`src/rtl/config_rx_pkg.sv`:
```
// Shared types and constants for the serial configuration receiver.
// Optional feature macro: CONFIG_RX_PARITY_EN (adds one even-parity bit per word).
package config_rx_pkg;

    localparam int C_NO_CFG_BITS_DEF  = 24;
    localparam int C_ADDR_BITS_DEF    = 3;
    localparam int C_DATA_BITS_DEF    = 16;
    localparam int TIMEOUT_CYCLES_DEF = 1024;

`ifdef CONFIG_RX_PARITY_EN
    localparam int C_PAR_BITS = 1;
`else
    localparam int C_PAR_BITS = 0;
`endif

    localparam int C_WORD_BITS = C_NO_CFG_BITS_DEF + C_PAR_BITS;

    typedef enum logic [1:0] {
        ST_IDLE  = 2'd0,
        ST_SHIFT = 2'd1,
        ST_WRITE = 2'd2,
        ST_ERROR = 2'd3
    } rx_state_t;

endpackage

```
`src/rtl/config_rx_if.sv`:
```
// Link-side inputs and register-file write port of the configuration receiver.
// Optional feature macro: CONFIG_RX_PARITY_EN (no effect on this interface).
interface config_rx_if import config_rx_pkg::*; #(
    parameter int C_ADDR_BITS = C_ADDR_BITS_DEF,
    parameter int C_DATA_BITS = C_DATA_BITS_DEF
);
    logic                   rx_clk;
    logic                   rx_dat;
    logic                   rx_oe;
    logic                   wr_en;
    logic [C_ADDR_BITS-1:0] wr_addr;
    logic [C_DATA_BITS-1:0] wr_data;
    logic                   rx_end;
    logic                   rx_err;
    logic [7:0]             word_cnt;

    modport master (
        output rx_clk, rx_dat, rx_oe,
        input  wr_en, wr_addr, wr_data, rx_end, rx_err, word_cnt
    );

    modport slave (
        input  rx_clk, rx_dat, rx_oe,
        output wr_en, wr_addr, wr_data, rx_end, rx_err, word_cnt
    );
endinterface

```
`src/rtl/config_rx_sync_edge.sv`:
```
// Two-flop synchroniser plus history flop with rise/fall detection.
// Optional feature macro: CONFIG_RX_PARITY_EN (no effect on this module).
module cfg_sync_edge (
    input  logic clk,
    input  logic rst_n,
    input  logic async_in,
    output logic level,
    output logic rise,
    output logic fall
);
    logic meta_q, sync_q, hist_q;

    always_ff @(posedge clk or negedge rst_n) begin
        if (!rst_n) begin
            meta_q <= 1'b0;
            sync_q <= 1'b0;
            hist_q <= 1'b0;
        end else begin
            meta_q <= async_in;
            sync_q <= meta_q;
            hist_q <= sync_q;
        end
    end

    assign level = sync_q;
    assign rise  = sync_q & ~hist_q;
    assign fall  = ~sync_q & hist_q;
endmodule

```
`src/rtl/config_rx.sv`:
```
// Serial configuration receiver: oversamples the link, deserialises words MSB-first, writes them out.
// Optional feature macro: CONFIG_RX_PARITY_EN (trailing even-parity bit, bad words dropped with RX_ERR).
//
// state    | meaning
// ST_IDLE  | waiting for an armed RX_OE rising edge
// ST_SHIFT | collecting bits on RX_CLK rises, watching RX_OE and the timeout
// ST_WRITE | one cycle: issue the write strobe (or flag a parity error)
// ST_ERROR | one cycle: pulse RX_ERR, then back to idle
module config_rx import config_rx_pkg::*; #(
    parameter int C_NO_CFG_BITS  = C_NO_CFG_BITS_DEF,
    parameter int C_ADDR_BITS    = C_ADDR_BITS_DEF,
    parameter int C_DATA_BITS    = C_DATA_BITS_DEF,
    parameter int TIMEOUT_CYCLES = TIMEOUT_CYCLES_DEF
) (
    input  logic        clk,
    input  logic        rst_n,
    config_rx_if.slave  bus
);
    localparam int W  = C_NO_CFG_BITS + C_PAR_BITS;
    localparam int BW = $clog2(W + 1);
    localparam int TW = $clog2(TIMEOUT_CYCLES + 1);

    logic clk_rise, clk_lvl_unused, clk_fall_unused;
    logic dat_lvl, dat_rise_unused, dat_fall_unused;
    logic oe_lvl, oe_rise, oe_fall_unused;

    cfg_sync_edge u_sync_clk (.clk(clk), .rst_n(rst_n), .async_in(bus.rx_clk),
                              .level(clk_lvl_unused), .rise(clk_rise), .fall(clk_fall_unused));
    cfg_sync_edge u_sync_dat (.clk(clk), .rst_n(rst_n), .async_in(bus.rx_dat),
                              .level(dat_lvl), .rise(dat_rise_unused), .fall(dat_fall_unused));
    cfg_sync_edge u_sync_oe  (.clk(clk), .rst_n(rst_n), .async_in(bus.rx_oe),
                              .level(oe_lvl), .rise(oe_rise), .fall(oe_fall_unused));

    rx_state_t              state_q;
    logic [W-1:0]           shift_q;
    logic [BW-1:0]          bit_cnt_q;
    logic [TW-1:0]          to_cnt_q;
    logic [7:0]             word_cnt_q;
    logic                   wr_en_q, rx_end_q, rx_err_q, end_pend_q;
    logic [C_ADDR_BITS-1:0] wr_addr_q;
    logic [C_DATA_BITS-1:0] wr_data_q;
    logic [1:0]             settle_q;
    logic                   armed_q;
    logic                   par_bad;
    logic                   shift_hi_unused;

`ifdef CONFIG_RX_PARITY_EN
    assign par_bad = ^shift_q;
`else
    assign par_bad = 1'b0;
`endif
    assign shift_hi_unused = ^shift_q;

    // A frame may only start once RX_OE has been seen low after the synchroniser settled.
    always_ff @(posedge clk or negedge rst_n) begin
        if (!rst_n) begin
            state_q    <= ST_IDLE;
            shift_q    <= '0;
            bit_cnt_q  <= '0;
            to_cnt_q   <= '0;
            word_cnt_q <= '0;
            wr_en_q    <= 1'b0;
            wr_addr_q  <= '0;
            wr_data_q  <= '0;
            rx_end_q   <= 1'b0;
            rx_err_q   <= 1'b0;
            end_pend_q <= 1'b0;
            settle_q   <= '0;
            armed_q    <= 1'b0;
        end else begin
            wr_en_q    <= 1'b0;
            rx_err_q   <= 1'b0;
            rx_end_q   <= end_pend_q;
            end_pend_q <= 1'b0;
            if (settle_q != 2'd3)
                settle_q <= settle_q + 2'd1;
            else if (!oe_lvl)
                armed_q <= 1'b1;

            case (state_q)
                ST_IDLE: begin
                    if (oe_rise && armed_q) begin
                        bit_cnt_q  <= '0;
                        to_cnt_q   <= TW'(TIMEOUT_CYCLES);
                        word_cnt_q <= '0;
                        state_q    <= ST_SHIFT;
                    end
                end
                ST_SHIFT: begin
                    if (clk_rise) begin
                        shift_q   <= {shift_q[W-2:0], dat_lvl};
                        bit_cnt_q <= bit_cnt_q + 1'b1;
                        to_cnt_q  <= TW'(TIMEOUT_CYCLES);
                        if (bit_cnt_q == BW'(W - 1))
                            state_q <= ST_WRITE;
                    end else if (!oe_lvl) begin
                        // Level test so a fall coinciding with the last bit is honoured after WRITE.
                        if (bit_cnt_q == '0) begin
                            end_pend_q <= (word_cnt_q != 8'd0);
                            state_q    <= ST_IDLE;
                        end else begin
                            state_q <= ST_ERROR;
                        end
                    end else if (to_cnt_q == '0) begin
                        state_q <= ST_ERROR;
                    end else begin
                        to_cnt_q <= to_cnt_q - 1'b1;
                    end
                end
                ST_WRITE: begin
                    bit_cnt_q <= '0;
                    state_q   <= ST_SHIFT;
                    if (par_bad) begin
                        rx_err_q <= 1'b1;
                    end else begin
                        wr_en_q   <= 1'b1;
                        wr_addr_q <= shift_q[C_PAR_BITS + C_DATA_BITS +: C_ADDR_BITS];
                        wr_data_q <= shift_q[C_PAR_BITS +: C_DATA_BITS];
                        if (word_cnt_q != 8'hFF)
                            word_cnt_q <= word_cnt_q + 8'd1;
                    end
                end
                ST_ERROR: begin
                    rx_err_q <= 1'b1;
                    state_q  <= ST_IDLE;
                end
                default: state_q <= ST_IDLE;
            endcase
        end
    end

    assign bus.wr_en    = wr_en_q;
    assign bus.wr_addr  = wr_addr_q;
    assign bus.wr_data  = wr_data_q;
    assign bus.rx_end   = rx_end_q;
    assign bus.rx_err   = rx_err_q;
    assign bus.word_cnt = word_cnt_q;
endmodule

```
`src/flat_wrapper.sv`:
```
// flat-port wrapper written by rule: the top's interface ports become plain ports
module config_rx_flat import config_rx_pkg::*;
#(
    parameter int C_NO_CFG_BITS  = C_NO_CFG_BITS_DEF,
    parameter int C_ADDR_BITS    = C_ADDR_BITS_DEF,
    parameter int C_DATA_BITS    = C_DATA_BITS_DEF,
    parameter int TIMEOUT_CYCLES = TIMEOUT_CYCLES_DEF
)
  (clk, rst_n, bus_rx_clk, bus_rx_dat, bus_rx_oe, bus_wr_en, bus_wr_addr, bus_wr_data, bus_rx_end, bus_rx_err, bus_word_cnt);
  config_rx_if #(.C_ADDR_BITS(C_ADDR_BITS), .C_DATA_BITS(C_DATA_BITS)) bus_i ();
  input  logic clk;
  input  logic rst_n;
  input wire logic [$bits(bus_i.rx_clk)-1:0] bus_rx_clk;
  input wire logic [$bits(bus_i.rx_dat)-1:0] bus_rx_dat;
  input wire logic [$bits(bus_i.rx_oe)-1:0] bus_rx_oe;
  output wire logic [$bits(bus_i.wr_en)-1:0] bus_wr_en;
  output wire logic [$bits(bus_i.wr_addr)-1:0] bus_wr_addr;
  output wire logic [$bits(bus_i.wr_data)-1:0] bus_wr_data;
  output wire logic [$bits(bus_i.rx_end)-1:0] bus_rx_end;
  output wire logic [$bits(bus_i.rx_err)-1:0] bus_rx_err;
  output wire logic [$bits(bus_i.word_cnt)-1:0] bus_word_cnt;
  assign bus_i.rx_clk = bus_rx_clk;
  assign bus_i.rx_dat = bus_rx_dat;
  assign bus_i.rx_oe = bus_rx_oe;
  assign bus_wr_en = bus_i.wr_en;
  assign bus_wr_addr = bus_i.wr_addr;
  assign bus_wr_data = bus_i.wr_data;
  assign bus_rx_end = bus_i.rx_end;
  assign bus_rx_err = bus_i.rx_err;
  assign bus_word_cnt = bus_i.word_cnt;
  config_rx #(.C_NO_CFG_BITS(C_NO_CFG_BITS), .C_ADDR_BITS(C_ADDR_BITS), .C_DATA_BITS(C_DATA_BITS), .TIMEOUT_CYCLES(TIMEOUT_CYCLES)) u_core (.clk(clk), .rst_n(rst_n), .bus(bus_i));
endmodule
```
`config.mk`:
```
export PLATFORM = sky130hd
export DESIGN_NAME = config_rx_flat
export DESIGN_NICKNAME = d
export VERILOG_FILES = /design/src/rtl/config_rx_pkg.sv /design/src/rtl/config_rx_if.sv /design/src/rtl/config_rx_sync_edge.sv /design/src/rtl/config_rx.sv /design/src/flat_wrapper.sv
export SDC_FILE = /design/constraint.sdc
export NUM_CORES = 1
export LEC_CHECK = 0
export ABC_AREA = 1
export CORE_ASPECT_RATIO = 1.75
export CORE_MARGIN = 2
export CORE_UTILIZATION = 63
export CTS_BUF_LIST = sky130_fd_sc_hd__clkbuf_4 sky130_fd_sc_hd__clkbuf_8
export CTS_CLUSTER_DIAMETER = 100
export DETAILED_ROUTE_END_ITERATION = 16
export GPL_ROUTABILITY_DRIVEN = 0
export GPL_TIMING_DRIVEN = 0
export HOLD_SLACK_MARGIN = 0.12
export PLACE_DENSITY = 0.87
export SYNTH_ARGS = -nofsm -noshare
export SYNTH_HDL_FRONTEND = slang
export SYNTH_SLANG_ARGS = --single-unit
export TNS_END_PERCENT = 1
```
`constraint.sdc`:
```
create_clock -name clk -period 4.5 [get_ports clk]
set_input_delay 0.45 -clock clk [delete_from_list [all_inputs] [get_ports clk]]
set_output_delay 0.45 -clock clk [all_outputs]
set_load 0.02 [all_outputs]
```
==> reports/results.ini, run 1 <==
[routing]
firstDrtPassIters=5
vias=2895
drt_iter0_markers=181
antenna_left=0
routedWlPerCell_um=14.3
routed_wl_um=7490
vias_per_cell=5.52
drc=0

[timing]
setup_viol=0
hold_ws_ns=0.352
tightest_slew_ns=0.443
fin_crit_sh=0.426
skew_ns=0.00806
finalHoldViolCount=0
relSlewSlack=0.702
fmax_mhz=522
setup_tns_ns=0
fin_crit_ns=1.92
slew_viol_final=0
rsz0062_at_grt=no

[die]
num_rows=36
start_util=0.645
die_x_um=60.7
dieHeight_um=103
num_io_pins=35
die-area_um2=6270
coreArea_um2=5500

[cts]
cts_tree=yes
cts_sinks=79
clockBufferDepth=2
cts.root.buffer_cell=clkbuf_8
htree_levels=3
cts_buffers=9
clk_latency_ns=0.35
clkTransAtPathRegs_ns=0.08

[global_route]
grt_max_degree=45
grt_pass1_wl_um=12700
grt-ovfl-total=0
grt_pass1_vias=2820
antenna_found_initial=0
grt_usage=0.275

[synth]
ys_seq_elements=79
synth_warnings=0
synthAdderAreaFrac=0.0212
synth.cell_area_um2=3550
synth_edf_count=0
synthArstFlopShare=1.00
synthSimpleGateAreaFrac=0.232
synth_top_family_by_area=simple AND/OR/NAND/NOR gates
synthDistinctLibCells=34
yosys-mux-area-fraction=0.00318
synth_area_per_cell_um2=8.93
syn_nets=408
ys.flop_type=dfrtp_1
yosys.area_share.xor_xnor=0.00988
synth_compound_area_frac=0.0956
syn_inst=397
ys_seq_area_frac=0.558

[critical_path]
rr_startpoint=u_core.to_cnt_q[0]$_DFFE_PN0P_
rr_endpoint=u_core.to_cnt_q[2]$_DFFE_PN0P_
cp-end-kind=primary output
crit_type=flop to primary output
worstRegToRegCells=10
crit_required_ns=4.05
startpoint_type=flop
cp_max_fo=7
crit_family=buffers and inverters
path_cells=clkdlybuf4s50_1
r2r_setup_slack_ns=2.68
slowest_delay_ns=0.65
critPathSlowestCell=clkdlybuf4s50_1
worstPathArrival_ns=1.47
crit_buf_inv=1

[cells_and_area]
nets=455
drive_gt1_frac=0.114
diodes=0
final_core_util=0.766
area_delta_synth_final_pct=18.7

[worst_hold_path]
whs_endpoint=u_core.u_sync_oe.level$_DFF_PN0_
hold_start=u_core.u_sync_oe.meta_q$_DFF_PN0_
hold_class=flop to flop
hold_depth=0

[placement]
place.port_buffers=34
dp_hpwl_um=5210

[outcome]
status=completed

[power_and_ir_drop]
power_w=0.00237
leakagePower_nw=1.97
vdd_drop_max_v=0.000388
power_density_nw_per_um2=564

[job]
cap_violations=0

layout make-up:
cell class,instances,area (um2)
repair buffers,36,368
fillers,403,1280
clock buffers,12,159
multi-input cells,253,1280
plain buffers,12,86.3
inverters,53,199
clock inverters,3,42.5
flip-flops and latches,79,1980
well taps,76,95.1
worst register-to-register path, cell delays in order (launching register included):
cell     delay (ns)
dfrtp_1        0.40
inv_1          0.11
ha_1           0.23
nand3_2        0.11
inv_2          0.14
nand3_2        0.13
nand3_2        0.19
nand2_2        0.11
buf_6          0.16
nand3_1        0.08
nand2_1        0.06
cells in the mapped netlist, types with 2 or more instances:
| master | instances | area (um2) |
|---|---|---|
| inv_2 | 4 | 15.0 |
| buf_2 | 3 | 15.0 |
| nor3_1 | 2 | 10.0 |
| nand3_2 | 4 | 40.0 |
| buf_4 | 2 | 15.0 |
| inv_1 | 49 | 184 |
| clkbuf_1 | 3 | 11.3 |
| o21ai_0 | 48 | 240 |
| or2_2 | 3 | 18.8 |
| o31ai_1 | 2 | 15.0 |
| nand4_1 | 2 | 12.5 |
| nor2_2 | 2 | 12.5 |
| nand3_1 | 41 | 205 |
| nand2_2 | 2 | 12.5 |
| a21oi_1 | 2 | 10.0 |
| nor2_1 | 20 | 75.1 |
| xor2_1 | 3 | 26.3 |
| o21ai_2 | 3 | 26.3 |
| dfrtp_1 | 79 | 1980 |
| ha_1 | 6 | 75.1 |
| buf_6 | 4 | 45.0 |
| o21ai_1 | 3 | 15.0 |
| nand2_1 | 96 | 360 |
| nor2_4 | 4 | 45.0 |
flip-flops by register name, indices dropped and copies added, names as in the netlist, 2 cells and up:
name                 flops
u_core.settle_q          2
u_core.shift_q          19
u_core.state_q           2
u_core.to_cnt_q         11
u_core.bus.word_cnt      8
u_core.bus.wr_addr       3
u_core.bus.wr_data      16
u_core.bit_cnt_q         5
report_power, final:
part | total (W) | leakage, nW | switching [W] | internal [W]
Combinational | 0.000886 | 0.824 | 0.000559 | 0.000328
Clock | 0.000538 | 0.102 | 0.000249 | 0.000289
Sequential | 0.000950 | 1.04 | 0.000106 | 0.000844
per-layer routing:
| metal | up-vias | GRT usage | wire, um |
|---|---|---|---|
| met3 | 27 | 0.0622 | 282 |
| met4 | 0 | 0.132 | 230 |
| met1 | 1411 | 0.320 | 2810 |
| met2 | 97 | 0.468 | 4170 |
| li1 | 1360 | - | - |
| met5 | - | 0 | 0 |
worst max path at each step:
stage                                                   from                                  to  slack [ns]  depth (start not counted)
after floorplan               u_core.to_cnt_q[0]$_DFFE_PN0P_      u_core.to_cnt_q[4]$_DFFE_PN0P_        2.99                         10
after global placement                                 rst_n  u_core.u_sync_dat.meta_q$_DFF_PN0_        0.37                          1
after detailed placement      u_core.to_cnt_q[0]$_DFFE_PN0P_      u_core.to_cnt_q[2]$_DFFE_PN0P_        2.74                         10
after CTS                 u_core.bus.word_cnt[3]$_DFFE_PN0P_                     bus_word_cnt[3]        2.58                          1
after global routing      u_core.bus.word_cnt[7]$_DFFE_PN0P_                     bus_word_cnt[7]        2.54                          1
final                     u_core.bus.word_cnt[3]$_DFFE_PN0P_                     bus_word_cnt[3]        2.58                          1
cell families (layout without fill, tap and decap cells):
kind of cell | count (synthesis) | after routing
AO/OA/AOI/OAI | 62 | 62
adder cells (fa/ha/maj) | 6 | 6
XOR/XNOR | 4 | 4
multiplexers | 1 | 1
AND/OR/NAND/NOR | 180 | 180
buffers and inverters | 65 | 116
flip-flops | 79 | 79
per-stage QoR:
stage,setup WS [ns],cells,cell area [um2]
finish,2.58,524,4210
global route,2.54,524,4210
CTS,2.58,524,4210
detailed placement,2.74,508,4000
global placement,0.369,507,3980
floorplan,2.99,397,3550
layout by cell type (no fill, tap or decap), types with 6 or more instances in the layout:
cell / n
clkbuf_8: 11
clkdlybuf4s50_1: 33
dfrtp_1: 79
ha_1: 6
inv_1: 49
nand2_1: 96
nand3_1: 41
nor2_1: 20
o21ai_0: 48
what timing repair did:
action                                 in CTS  in global routing
hold buffers                                1                  0
endpoints found under the hold margin      35                  0
buffers inserted                            0                  0
gates resized for setup                     0                  0
(Power assumes the default switching activity.)
==> run 2: changes to the inputs <==
Settings changed: CORE_UTILIZATION 63 to 53, PLACE_DENSITY 0.87 to 0.78.
Clock period 4.5 ns to 1.6 ns, I/O delays scaled along.
==> reports/results.ini, run 2 (same netlist as run 1, synthesis figures left out) <==
[critical_path]
crit_buf_inv=1
slowest_delay_ns=0.63
crit_family=buffers and inverters
startpoint_type=flop
cp_max_fo=5
path_cells=clkdlybuf4s50_1
worstPathArrival_ns=1.39
cp-end-kind=primary output
crit_required_ns=1.44
crit_type=flop to primary output
critPathSlowestCell=clkdlybuf4s50_1

[power_and_ir_drop]
power_density_nw_per_um2=1550
leakagePower_nw=2.03
vdd_drop_max_v=0.00104

[timing]
finalHoldViolCount=0
tightest_slew_ns=0.403
fin_crit_ns=1.55
skew_ns=0.00952
setup_viol=0
rsz0062_at_grt=yes
relSlewSlack=0.732
slew_viol_final=0
setup_tns_ns=0
fmax_mhz=647
fin_crit_sh=0.966

[cts]
cts_tree=yes
cts.root.buffer_cell=clkbuf_8
clkTransAtPathRegs_ns=0.08
clockBufferDepth=2
htree_levels=3
clk_latency_ns=0.36
cts_sinks=79
cts_buffers=9

[die]
die-area_um2=7390
num_rows=39
die_x_um=65.8
coreArea_um2=6490
num_io_pins=35
dieHeight_um=112
start_util=0.546

[placement]
dp_hpwl_um=5170
place.port_buffers=34

[cells_and_area]
drive_gt1_frac=0.143
fill_cells=522
diodes=0
area_delta_synth_final_pct=20.2
final_core_util=0.657
ff_latch_area_um2=1980
final_common_cell=nand2_1
nets=456
largest_reg_flops=19
multi_input_area_um2=1350
top_register=u_core.shift_q
final_cell_mix=95 x nand2_1, 76 x dfrtp_1, 47 x o21ai_0

[global_route]
grt_busiest_layer=met2
grt_max_degree=64
grtUsageMet3=0.0461
use_met1=0.255
grt_pass1_wl_um=12400
grt-ovfl-total=0
antenna_found_initial=0
grt_pass1_vias=2773
use_met2=0.377
grt_usage=0.220

[routing]
routed_wl_um=7290
routedWlPerCell_um=13.8
drc=0
drt_iter0_markers=148
vias=2756
antenna_left=0
vias_per_cell=5.20
firstDrtPassIters=4

[worst_hold_path]
hold_class=input pin to async pin

[outcome]
status=completed

[job]
cap_violations=0

-- run 2: power breakdown --
part | internal, W | switching (W)
Combinational | 0.000998 | 0.00164
Clock | 0.000582 | 0.000698
Sequential | 0.00238 | 0.000302
Total | 0.00396 | 0.00264
-- run 2: cell type report --
cell class	count	share of cell area
flip-flops and latches	79	0.465
multi-input cells	253	0.316
repair buffers	37	0.0898
inverters	53	0.0473
clock buffers	10	0.0323
well taps	82	0.0241
plain buffers	12	0.0205
clock inverters	4	0.00558
-- run 2: metrics by stage --
stage	std cells	hold slack, ns	total power (W)	cell area, um2	setup WS (ns)
2_1_floorplan	397	-0.136	0.00439	3550	0.0900
3_3_place_gp	513	0.334	0.00505	3990	-2.32
3_5_place_dp	514	0.0544	0.00516	4010	-0.152
4_1_cts	530	0.213	0.00652	4220	0.00293
5_1_grt	530	0.221	0.00709	4260	-0.0134
6_report	530	0.212	0.00660	4260	0.0538
-- run 2: final timing paths --
path | cells after the start | endpoint | slack (ns) | from
setup / recovery | 1 | bus_word_cnt[5] | 0.05 | u_core.bus.word_cnt[5]$_DFFE_PN0P_
hold / removal | 2 | u_core.bus.wr_en$_DFF_PN0_ | 0.21 | rst_n
setup reg to reg | 10 | u_core.to_cnt_q[10]$_DFFE_PN0P_ | 0.09 | u_core.to_cnt_q[0]$_DFFE_PN0P_
hold reg to reg | 0 | u_core.u_sync_oe.level$_DFF_PN0_ | 0.34 | u_core.u_sync_oe.meta_q$_DFF_PN0_
max in group asynchronous | 3 | u_core.u_sync_oe.level$_DFF_PN0_ | 0.80 | rst_n
min in group clk | 1 | u_core.u_sync_clk.meta_q$_DFF_PN0_ | 0.23 | bus_rx_clk
-- run 2: metal layers --
metal	vias to the layer above	part of all wire	wire, um
met4	0	0.024	173
met5	-	0	0
li1	1365	-	-
met1	1338	0.39	2860
met2	41	0.56	4060
met3	12	0.028	204
-- run 2: what timing repair did --
item                                    CTS  global route
setup buffers                             1             0
hold endpoints to repair                 79             0
hold buffers                              1             0
endpoints found under the setup margin   14            38
pin swaps                                 1             1
gates resized for setup                   9            19
==> run 3: changes to the inputs <==
Settings changed: GPL_TIMING_DRIVEN 0 to 1, SETUP_SLACK_MARGIN from default to 0.15.
==> reports/results.ini, run 3 (same netlist as run 1, synthesis figures left out) <==
[critical_path]
startpoint=u_core.to_cnt_q[1]$_DFFE_PN0P_
rr_startpoint=u_core.to_cnt_q[1]$_DFFE_PN0P_
crit_family=flip-flops
slowest_delay_ns=0.43
worstPathArrival_ns=1.76
cp-end-kind=flop
cp_common_cell=nand3_4
cp_max_fo=8
crit_path_end=u_core.to_cnt_q[1]$_DFFE_PN0P_
critPathSlowestCell=dfrtp_1
cp.depth=9
crit_required_ns=1.88
r2r_setup_slack_ns=0.12
worstRegToRegCells=9
startpoint_type=flop
crit_buf_inv=3
rr_endpoint=u_core.to_cnt_q[1]$_DFFE_PN0P_
path_cells=inv_2 -> ha_4 -> nand3_4 -> inv_6 -> nand3_4 -> nand3_4 -> buf_6 -> nand3_1 -> o21ai_1
crit_type=flop to flop

[cells_and_area]
largest_reg_flops=19
fill_cells=524
final_core_util=0.671
final_common_cell=nand2_1
area_delta_synth_final_pct=22.9
top_register=u_core.shift_q
drive_gt1_frac=0.159
final_cell_mix=94 x nand2_1, 76 x dfrtp_1, 47 x inv_1, 47 x o21ai_0, 39 x nand3_1
design_area_um2=4360
nets=459
diodes=0

[die]
num_rows=39
die-area_um2=7390
dieHeight_um=112
start_util=0.546
coreArea_um2=6490
num_io_pins=35
die_x_um=65.8

[routing]
top_layer=met4
firstDrtPassIters=4
dr_wl_met2_um=4030
antenna_left=0
vias=2839
routed_wl_um=7570
wl_met3_um=296
wl_met1_um=3010
vias_per_cell=5.31
routedWlPerCell_um=14.2
drt_iter0_markers=156
drc=0

[cts]
clockBufferDepth=2
cts.root.buffer_cell=clkbuf_8
clk_latency_ns=0.35
cts_buffers=9
cts_sinks=79
cts_tree=yes
htree_levels=3
clkTransAtPathRegs_ns=0.08

[timing]
tightest_slew_ns=0.419
skew_ns=0.0120
fin_crit_sh=0.924
fmax_mhz=676
slew_viol_final=0
relSlewSlack=0.718
rsz0062_at_grt=yes
setup_ws_ns=0.121
finalHoldViolCount=0
fin_crit_ns=1.48
setup_tns_ns=0
setup_viol=0

[placement]
post_dp_cell_area_um2=4040
dp_hpwl_um=4950
place.port_buffers=34
pre_cts_slack_ns=0.0304

[power_and_ir_drop]
vdd_drop_max_v=0.00107
power_density_nw_per_um2=1600
leakagePower_nw=2.16

[global_route]
grt_pass1_wl_um=12400
grt_usage=0.219
grt-ovfl-total=0
grt_max_degree=49
grt_pass1_vias=2758
antenna_found_initial=0

[job]
cap_violations=0

[worst_hold_path]
hold_class=input pin to flop

[outcome]
status=completed

-- run 3: changes by cell type in the layout (fill, tap and decap cells not counted), sizes merged --
cell	delta
nand2	+1
clkinv	-2
clkdlybuf4s50	-24
dlymetal6s2s	-2
bufinv	+1
buf	+5
dlygate4sd2	+26
-- run 3: worst min path at each step --
stage	from	endpoint	slack [ns]	depth (start not counted)
floorplan	rst_n	u_core.armed_q$_DFFE_PN0P_	-0.14	0
global placement	rst_n	u_core.to_cnt_q[7]$_DFFE_PN0P_	0.12	1
detailed placement	rst_n	u_core.to_cnt_q[7]$_DFFE_PN0P_	0.12	1
CTS	bus_rx_dat	u_core.u_sync_dat.meta_q$_DFF_PN0_	0.23	1
global route	bus_rx_dat	u_core.u_sync_dat.meta_q$_DFF_PN0_	0.24	1
finish	bus_rx_dat	u_core.u_sync_dat.meta_q$_DFF_PN0_	0.25	1
-- run 3: power by group --
group / total (W) / switching [W] / internal, W
clock network: 0.00155 / 0.000693 / 0.000862
registers: 0.00268 / 0.000297 / 0.00238
logic: 0.00276 / 0.00177 / 0.000991
total: 0.00699 / 0.00276 / 0.00423
-- run 3: final cells by class --
cell class | instances | area [um2] | area share
flip-flops and latches | 79 | 1980 | 0.454
inverters | 53 | 206 | 0.0474
clock buffers | 13 | 173 | 0.0396
multi-input cells | 254 | 1400 | 0.320
repair buffers | 51 | 459 | 0.105
clock inverters | 3 | 40.0 | 0.00919
well taps | 82 | 103 | 0.0235
-- run 3: through the flow --
step | hold WS [ns] | instances | total power [W]
floorplan | -0.136 | 397 | 0.00444
global placement | 0.120 | 513 | 0.00504
detailed placement | 0.122 | 513 | 0.00515
CTS | 0.233 | 530 | 0.00678
global route | 0.242 | 535 | 0.00743
finish | 0.253 | 535 | 0.00699
-- run 3: timing repair --
action,CTS,global route
gates resized for setup,41,15
endpoints found under the hold margin,31,0
hold buffers,1,0
setup buffers,0,4
pin swaps,2,3
cloned,0,1
setup endpoints to repair,74,55
-- run 3: worst reg2reg max path, cell delays in order (launching register included) --
cell and delay, ns:
dfrtp_1 0.43, inv_2 0.09, ha_4 0.15, nand3_4 0.10
inv_6 0.09, nand3_4 0.09, nand3_4 0.12, buf_6 0.15
nand3_1 0.09, o21ai_1 0.10
-- run 3: per-layer routing --
layer | track usage | vias up
met5 | 0 | -
met1 | 0.260 | 1372
met4 | 0.115 | 0
li1 | - | 1373
met2 | 0.367 | 74
met3 | 0.0421 | 20
